===== config.mk =====
export PLATFORM = sky130hd
export DESIGN_NAME = mux_rr_scheduler_flat
export DESIGN_NICKNAME = d
export VERILOG_FILES = /design/src/rtl/mux_rr_scheduler_if.sv /design/src/rtl/mux_rr_scheduler.sv /design/src/flat_wrapper.sv
export SDC_FILE = /design/constraint.sdc
export NUM_CORES = 1
export LEC_CHECK = 0
export BUFFER_PORTS_ARGS = -buffer_cell sky130_fd_sc_hd__buf_2
export CAP_MARGIN = 20
export CORE_MARGIN = 2
export CORE_UTILIZATION = 35
export CTS_CLUSTER_DIAMETER = 100
export DETAILED_ROUTE_END_ITERATION = 16
export GPL_ROUTABILITY_DRIVEN = 0
export PLACE_DENSITY_LB_ADDON = 0.2
export SLEW_MARGIN = 20
export SYNTH_ARGS = -nofsm -noshare
export SYNTH_HDL_FRONTEND = slang
export SYNTH_SLANG_ARGS = --single-unit

===== constraint.sdc =====
create_clock -name clk -period 4 [get_ports clk]
set_input_delay 0.4 -clock clk [delete_from_list [all_inputs] [get_ports clk]]
set_output_delay 0.4 -clock clk [all_outputs]
set_load 0.01 [all_outputs]

===== src/rtl/mux_rr_scheduler_if.sv =====
// Request/grant/data bundle between the requesters and the round-robin mux scheduler.
// The requester side is the master and the scheduler is the slave.
interface mux_rr_scheduler_if #(
    parameter int NREQ = 8
);
    logic [NREQ-1:0] req;
    logic [NREQ-1:0] data;
    logic [NREQ-1:0] gnt;
    logic [2:0]      sel;
    logic            busy;
    logic            dout;
    logic            dout_vld;

    modport master (
        output req, data,
        input  gnt, sel, busy, dout, dout_vld
    );

    modport slave (
        input  req, data,
        output gnt, sel, busy, dout, dout_vld
    );
endinterface


===== src/rtl/mux_rr_scheduler.sv =====
// Round-robin owner selection for a shared 8:1 bit-select mux with bounded hold time.
// Registered grant, select and one-cycle-delayed selected data bit with a valid flag.
module mux_rr_scheduler #(
    parameter int NREQ     = 8,
    parameter int MAX_HOLD = 4
) (
    input  logic               clk,
    input  logic               rst,
    mux_rr_scheduler_if.slave  bus
);
    typedef enum logic {S_IDLE, S_GRANT} state_t;

    state_t          r_state, w_state_next;
    logic [2:0]      r_ptr, w_ptr_next;
    logic [2:0]      r_sel, w_sel_next;
    logic [3:0]      r_hcnt, w_hcnt_next;
    logic [NREQ-1:0] r_gnt, w_gnt_next;
    logic            r_busy, w_busy_next;
    logic            r_dout, r_dout_vld;

    logic [NREQ-1:0] w_cand;
    logic [NREQ-1:0] w_rot;
    logic [2:0]      w_start;
    logic [2:0]      w_off;
    logic [2:0]      w_win;
    logic            w_found;

    // In IDLE the search starts at ptr; while granted it starts just past the owner and skips it.
    always_comb begin
        w_cand  = bus.req;
        w_start = r_ptr;
        if (r_state == S_GRANT) begin
            w_cand  = bus.req & ~(NREQ'(1) << r_sel);
            w_start = r_sel + 3'd1;
        end
    end

    for (genvar gi = 0; gi < NREQ; gi++) begin : g_rot
        assign w_rot[gi] = w_cand[w_start + 3'(gi)];
    end

    always_comb begin
        w_found = |w_rot;
        w_off   = '0;
        for (int i = NREQ - 1; i >= 0; i--) begin
            if (w_rot[i]) w_off = 3'(i);
        end
    end

    assign w_win = w_start + w_off;

    always_comb begin
        w_state_next = r_state;
        w_ptr_next   = r_ptr;
        w_sel_next   = r_sel;
        w_hcnt_next  = r_hcnt;
        w_gnt_next   = r_gnt;
        w_busy_next  = r_busy;
        case (r_state)
            S_IDLE: begin
                w_gnt_next  = '0;
                w_busy_next = 1'b0;
                if (w_found) begin
                    w_state_next = S_GRANT;
                    w_sel_next   = w_win;
                    w_gnt_next   = NREQ'(1) << w_win;
                    w_busy_next  = 1'b1;
                    w_hcnt_next  = 4'd1;
                end
            end
            S_GRANT: begin
                if (!bus.req[r_sel] || (r_hcnt == 4'(MAX_HOLD) && w_found)) begin
                    // Release or forced rotation: the owner drops to lowest priority.
                    w_ptr_next = r_sel + 3'd1;
                    if (w_found) begin
                        w_sel_next  = w_win;
                        w_gnt_next  = NREQ'(1) << w_win;
                        w_hcnt_next = 4'd1;
                    end else begin
                        w_state_next = S_IDLE;
                        w_gnt_next   = '0;
                        w_busy_next  = 1'b0;
                    end
                end else if (r_hcnt < 4'(MAX_HOLD)) begin
                    w_hcnt_next = r_hcnt + 4'd1;
                end
            end
            default: begin
                w_state_next = S_IDLE;
                w_gnt_next   = '0;
                w_busy_next  = 1'b0;
            end
        endcase
    end

    always_ff @(posedge clk) begin
        if (rst) begin
            r_state    <= S_IDLE;
            r_ptr      <= '0;
            r_sel      <= '0;
            r_hcnt     <= '0;
            r_gnt      <= '0;
            r_busy     <= 1'b0;
            r_dout     <= 1'b0;
            r_dout_vld <= 1'b0;
        end else begin
            r_state    <= w_state_next;
            r_ptr      <= w_ptr_next;
            r_sel      <= w_sel_next;
            r_hcnt     <= w_hcnt_next;
            r_gnt      <= w_gnt_next;
            r_busy     <= w_busy_next;
            r_dout     <= bus.data[r_sel];
            r_dout_vld <= r_busy;
        end
    end

    assign bus.gnt      = r_gnt;
    assign bus.sel      = r_sel;
    assign bus.busy     = r_busy;
    assign bus.dout     = r_dout;
    assign bus.dout_vld = r_dout_vld;
endmodule


===== src/flat_wrapper.sv =====
// flat-port wrapper written by rule: the top's interface ports become plain ports
module mux_rr_scheduler_flat 
#(
    parameter int NREQ     = 8,
    parameter int MAX_HOLD = 4
)
  (clk, rst, bus_req, bus_data, bus_gnt, bus_sel, bus_busy, bus_dout, bus_dout_vld);
  mux_rr_scheduler_if #(.NREQ(NREQ)) bus_i ();
  input  logic clk;
  input  logic rst;
  input wire logic [$bits(bus_i.req)-1:0] bus_req;
  input wire logic [$bits(bus_i.data)-1:0] bus_data;
  output wire logic [$bits(bus_i.gnt)-1:0] bus_gnt;
  output wire logic [$bits(bus_i.sel)-1:0] bus_sel;
  output wire logic [$bits(bus_i.busy)-1:0] bus_busy;
  output wire logic [$bits(bus_i.dout)-1:0] bus_dout;
  output wire logic [$bits(bus_i.dout_vld)-1:0] bus_dout_vld;
  assign bus_i.req = bus_req;
  assign bus_i.data = bus_data;
  assign bus_gnt = bus_i.gnt;
  assign bus_sel = bus_i.sel;
  assign bus_busy = bus_i.busy;
  assign bus_dout = bus_i.dout;
  assign bus_dout_vld = bus_i.dout_vld;
  mux_rr_scheduler #(.NREQ(NREQ), .MAX_HOLD(MAX_HOLD)) u_core (.clk(clk), .rst(rst), .bus(bus_i));
endmodule

After elaboration in Yosys (flattened, before gate mapping). Index checks and enable logic that the tools add are counted. W data, S select, Z words.

$add $sub $neg: 10. Multipliers: 0. Div/mod/pow operators: 0. Order comparisons: 10. Equality and inequality tests: 4. Shift operators: 2. Muxes and demuxes: 46. Bitwise gates (word level): 3. Reductions and logical operators: 6.

Operators by type and width (number): $lt A3 B4 Y1 const B (9); $mux W3 (11); $bmux W1 S3 (10); $mux W8 (3); $pmux W8 S2 (1); $shl A1 B3 Y8 const A (2); $mux W1 (14); $add A3 B3 Y3 const B (4); $mux W4 (3); $and A8 B8 Y8 (1); $not A8 Y8 (1); $pmux W4 S2 (1); $reduce_or A8 Y1 (1); $add A3 B1 Y3 const B (2); $add A3 B2 Y3 const B (2); $pmux W3 S2 (1); $add A4 B1 Y4 const B (1); $eq A4 B3 Y1 const B (1); $lt A4 B3 Y1 const B (1); $ne A2 B2 Y1 const B (2); $pmux W1 S2 (2); $reduce_and A2 Y1 (2); $add A3 B3 Y3 (1); $ne A3 B3 Y1 const B (1); 4 further kinds (4).

Register bits: 22. Bits in latches: 0. RAM bits: 0. Bits in read-only memories: 0. Input bits: 18. Output and inout bits: 14. Word-level logic and storage cells: 89. Memories kept: 0.

Longest topological paths before layout.
Word-level depth: 19. Mapped depth: 18.

Worst setup path after synthesis. OpenSTA, ideal clock, no wires.

Kind: flip-flop to flip-flop. Start: register u_core.r_sel[0], in the netlist u_core.bus.sel[0]. End: register u_core.r_gnt[2], in the netlist u_core.bus.gnt[2]. Setup time: 0.060 ns. Arrival: 4.008 ns. Path slack: -0.068 ns. Cell stages (with the launch flop): 16. Clock period less this slack: 4.068 ns. Cell sequence: dfxtp_1 buf_4 inv_1 ha_1 mux2i_4 ha_1 mux4_2 or3_1 o311ai_0 a21oi_1 o31a_1 ha_1 inv_1 fa_1 nor4_1 a22o_1.

Word-level cells in the longest chain between the ends: 19.

Ends and longest elaborated chain: from (decl) (RTL line mux_rr_scheduler.sv:15) `logic [2:0] r_sel, w_sel_next;`; from (signal assigned) (RTL line mux_rr_scheduler.sv:109) `r_sel <= w_sel_next;`; parallel branches: the longest is 19 deep, another holds $add A3 B1 Y3; to (signal assigned) (RTL line mux_rr_scheduler.sv:111) `r_gnt <= w_gnt_next;`; to (decl) (RTL line mux_rr_scheduler.sv:17) `logic [NREQ-1:0] r_gnt, w_gnt_next;`.

Parallel ways; which one is timed is not known. The select of a mux whose other input is x is not followed. A chain may end at the register's enable or synchronous reset.

Final worst setup path.
Start: register u_core.r_sel[0], in the netlist u_core.bus.sel[0]. End: register u_core.r_gnt[0], in the netlist u_core.bus.gnt[0].

Same word-level chain as after synthesis.

==> impl_table.tex <==
\begin{tabular}{lr}
\hline
Metric & Value \\
\hline
\multicolumn{2}{l}{\textbf{Routing}} \\
\quad DR DRC count & 0 \\
\quad Wire length on met1 & 2410 um \\
\quad Number of vias after detailed routing & 1741 \\
\quad Uppermost routed layer & met4 \\
\quad Routed wire per std cell & 14.9 um \\
\quad Met2 wirelength from detailed routing & 2240 um \\
\quad Final Routed Wirelength & 4840 um \\
\quad Via density & 5.37 \\
\quad Router iterations before antenna repair & 4 \\
\quad Number of DRC markers after the initial detailed-route iteration & 90 \\
\quad Remaining antenna violation count & 0 \\
\quad Total length of routed met3 wires & 141 um \\
\multicolumn{2}{l}{\textbf{Critical path}} \\
\quad Endpoint of the lowest-slack register-to-register path & u\_core.bus.gnt[0] \\
\quad FF-to-FF path depth & 14 \\
\quad Crit path arrival time & 3.92 ns \\
\quad Endpoint type of the worst setup path & flop \\
\quad Required time of the worst setup path & 4.15 ns \\
\quad Launch point of the worst path & u\_core.bus.sel[0] \\
\quad Register-to-Register Setup Slack & 0.23 ns \\
\quad Critical Path Start Type & flop \\
\quad Start-to-end type of the worst setup path & flop to flop \\
\quad Largest driver fanout on the critical path & 5 \\
\quad Termination of the worst setup path & u\_core.bus.gnt[0] \\
\quad Worst r2r src & u\_core.bus.sel[0] \\
\multicolumn{2}{l}{\textbf{Layout}} \\
\quad Number of diodes & 0 \\
\quad Number of filler cells placed in the layout & 565 \\
\quad Layout cell share with drive strength beyond 1 & 0.345 \\
\quad Final net count & 283 \\
\quad Final design instance area without fill & 2370 um\^{}2 \\
\quad Layout overhead on the synthesized area & 21.0\% \\
\quad Final core utilization & 0.434 \\
\multicolumn{2}{l}{\textbf{GRT}} \\
\quad Global-route wire length before repair & 8190 um \\
\quad Number of global-route vias before repair & 1721 \\
\quad Final global-route overflow total & 0 \\
\quad Total global-route track usage & 0.161 \\
\quad Pin count of the biggest net entering global routing & 18 \\
\quad Antenna violations before repair & 0 \\
\multicolumn{2}{l}{\textbf{Timing}} \\
\quad Part of the cycle the worst path needs & 0.943 \\
\quad Maximum frequency from static timing analysis & 265 MHz \\
\quad Clock skew & 0.0111 ns \\
\quad Final worst path period need & 3.77 ns \\
\quad Worst path setup slack after routing & 0.227 ns \\
\quad Unrepaired setup endpoints after global routing & false \\
\quad Slew Viols, Final & 0 \\
\quad Final setup TNS & 0 ns \\
\quad Min Hold Slack & 0.483 ns \\
\quad Max-slew headroom at the worst pin & 0.703 \\
\quad Number of setup violations in the final report & 0 \\
\quad Pin slew with the least headroom to its limit & 0.441 ns \\
\quad Number of hold violations in the final report & 0 \\
\multicolumn{2}{l}{\textbf{Logic synthesis}} \\
\quad Proportion of synthesized chip area in sequential cells & 0.224 \\
\quad Synthesized instance count & 212 \\
\quad Number of unique standard cell types used by synthesis & 60 \\
\quad Ys flop type & dfxtp\_1 \\
\quad Synthesized flop and latch total & 22 \\
\quad Post-synthesis net count & 242 \\
\quad FFs w/ async S/R, synth & 0 \\
\quad Post-synth EDFFs & 0 \\
\quad Netlist Area Pre-Place & 1960 um\^{}2 \\
\quad Count of warnings emitted by yosys & 0 \\
\quad Syn\_area\_per\_cell & 9.26 um\^{}2 \\
\multicolumn{2}{l}{\textbf{Power}} \\
\quad Leak Pwr & 0.984 nW \\
\quad Peak supply drop & 0.000354 V \\
\quad Pwr per Cell Area & 803 nW/um\^{}2 \\
\multicolumn{2}{l}{\textbf{Floorplan}} \\
\quad Core Area & 5470 um\^{}2 \\
\quad Width of the chip & 78.9 um \\
\quad Boundary Pins & 32 \\
\quad Vertical extent of the die & 78.9 um \\
\quad Floorplan die area & 6220 um\^{}2 \\
\quad Rows & 27 \\
\quad Starting utilization of the core area & 0.359 \\
\multicolumn{2}{l}{\textbf{Clock network}} \\
\quad Number of buffers inserted during clock tree synthesis & 3 \\
\quad Clock edge transition at the registers on the reported setup and hold paths & 0.09 ns \\
\quad CTS tree & done \\
\quad CTS H-tree lvls & 1 \\
\quad CTS max path bufs & 2 \\
\quad Hold Buf Count CTS & 0 \\
\quad Number of sinks driven by the clock tree & 22 \\
\quad CTS root buf & clkbuf\_8 \\
\quad Skew-Pair Late Insertion Delay & 0.27 ns \\
\multicolumn{2}{l}{\textbf{Place}} \\
\quad Detailed placer's ending HPWL & 3920 um \\
\quad Instance area at placement & 2250 um\^{}2 \\
\quad Worst Setup Slack post-DPL & 0.0426 ns \\
\quad Input/output buffers & 31 \\
\multicolumn{2}{l}{\textbf{Hold path}} \\
\quad Worst min-delay path class & flop to flop \\
\quad Hold path startpoint & u\_core.bus.gnt[1] \\
\multicolumn{2}{l}{\textbf{Run status}} \\
\quad Outcome & complete, no violations \\
\multicolumn{2}{l}{\textbf{Flow run}} \\
\quad Max cap viols & 0 \\
\hline
\end{tabular}
==> synthesized netlist by cell type (2+ instances only) <==
cell type / number / area, um^2
a211oi_1: 2 / 15.0
nand4_1: 2 / 12.5
dfxtp_1: 22 / 440
xnor2_1: 4 / 35.0
nor3_1: 8 / 40.0
nor2b_1: 3 / 18.8
a31oi_1: 3 / 18.8
o21ai_0: 4 / 20.0
nand2b_1: 2 / 12.5
a21boi_0: 2 / 15.0
mux2i_1: 4 / 40.0
mux2_2: 5 / 56.3
o211ai_1: 4 / 30.0
clkbuf_1: 3 / 11.3
o21ai_1: 3 / 15.0
nand3b_1: 3 / 22.5
nor2_1: 13 / 48.8
and2_1: 5 / 31.3
ha_1: 11 / 138
and2_0: 2 / 12.5
buf_4: 2 / 15.0
a21o_1: 2 / 15.0
a22o_1: 9 / 78.8
mux2i_4: 3 / 67.6
and3_1: 2 / 12.5
a22oi_2: 2 / 25.0
nand2_1: 20 / 75.1
mux4_2: 9 / 203
o2111ai_1: 2 / 17.5
nand3_1: 7 / 35.0
inv_1: 9 / 33.8
a21oi_1: 12 / 60.1
==> power by group <==
group / internal [mW] / switching [mW]
Clock: 0.134 / 0.0727
Sequential: 0.276 / 0.0411
Combinational: 0.617 / 0.767
==> registers in the layout (all words and copies together) (netlist names) <==
name and flops:
u_core.bus.gnt 8, u_core.r_hcnt 4, u_core.bus.sel 3, u_core.r_ptr 3, u_core.bus.busy 1, u_core.bus.dout 1
u_core.bus.dout_vld 1, u_core.r_state 1
==> how the worst min path moves through the flow <==
stage,slack [ns],end,depth (start not counted)
6_report,0.48,u_core.bus.gnt[1],1
5_1_grt,0.51,u_core.bus.gnt[7],1
4_1_cts,0.49,u_core.bus.gnt[7],1
3_5_place_dp,0.46,u_core.bus.gnt[4],1
3_3_place_gp,0.47,u_core.bus.gnt[5],1
2_1_floorplan,0.45,u_core.r_ptr[2],1
==> routing by layer <==
layer	GRT usage	vias to the layer above
li1	-	892
met1	0.224	807
met2	0.268	35
met3	0.0125	7
met4	0.0431	0
met5	0	-
==> logic make-up (layout without fill, tap and decap cells) <==
| group | Yosys count | count (layout) | synth area share |
|---|---|---|---|
| buffers and inverters | 19 | 59 | 0.0459 |
| adders and majority gates | 12 | 12 | 0.0803 |
| DFF | 22 | 22 | 0.224 |
| xor gates and xnor gates | 4 | 4 | 0.0178 |
| muxes | 21 | 21 | 0.187 |
| AOI/OAI and AO/OA | 61 | 61 | 0.247 |
| and+or+nand+nor | 73 | 73 | 0.198 |
==> through the flow <==
stage	total power [mW]	cells
2_1_floorplan	1.32	212
3_3_place_gp	1.63	318
3_5_place_dp	1.63	318
4_1_cts	1.84	322
5_1_grt	2.06	324
6_report	1.91	324
==> placed cells by master, fill, tap and decap left out, types with 4 or more instances in the layout <==
cell,instances
a21oi_1,10
a22o_1,9
and2_1,5
buf_2,31
buf_4,12
dfxtp_1,20
ha_1,11
inv_1,9
mux2_2,5
mux4_2,9
nand2_1,20
nand3_1,7
nor2_1,13
nor3_1,8
o211ai_1,4
o21ai_0,4
==> worst max-delay path, cell delays in order, from the launching register on <==
cell	delay, ns
dfxtp_2	0.37
inv_1	0.08
ha_1	0.34
mux2i_4	0.20
ha_1	0.29
mux4_2	0.35
or3_1	0.36
o311ai_0	0.10
a21oi_1	0.13
o31a_1	0.31
ha_1	0.18
inv_1	0.07
fa_2	0.48
nor4b_2	0.19
a22o_1	0.21
==> final cells by class <==
type                            count  area, um^2  share of cell area
Multi-Input combinational cell    171        1470               0.619
Clock buffer                        3        41.3              0.0174
Tap cell                           72        90.1              0.0379
Clock inverter                      1        30.0              0.0126
Timing Repair Buffer               44         256               0.108
Inverter                           11        43.8              0.0184
Sequential cell                    22         443               0.187
==> what timing repair did <==
action / CTS / global route
cloned: 0 / 0
buffers inserted: 0 / 2
pin swaps: 0 / 2
setup endpoints to repair: 2 / 9
gates resized for setup: 1 / 10
Note: power is estimated with default switching activity, not from simulation.
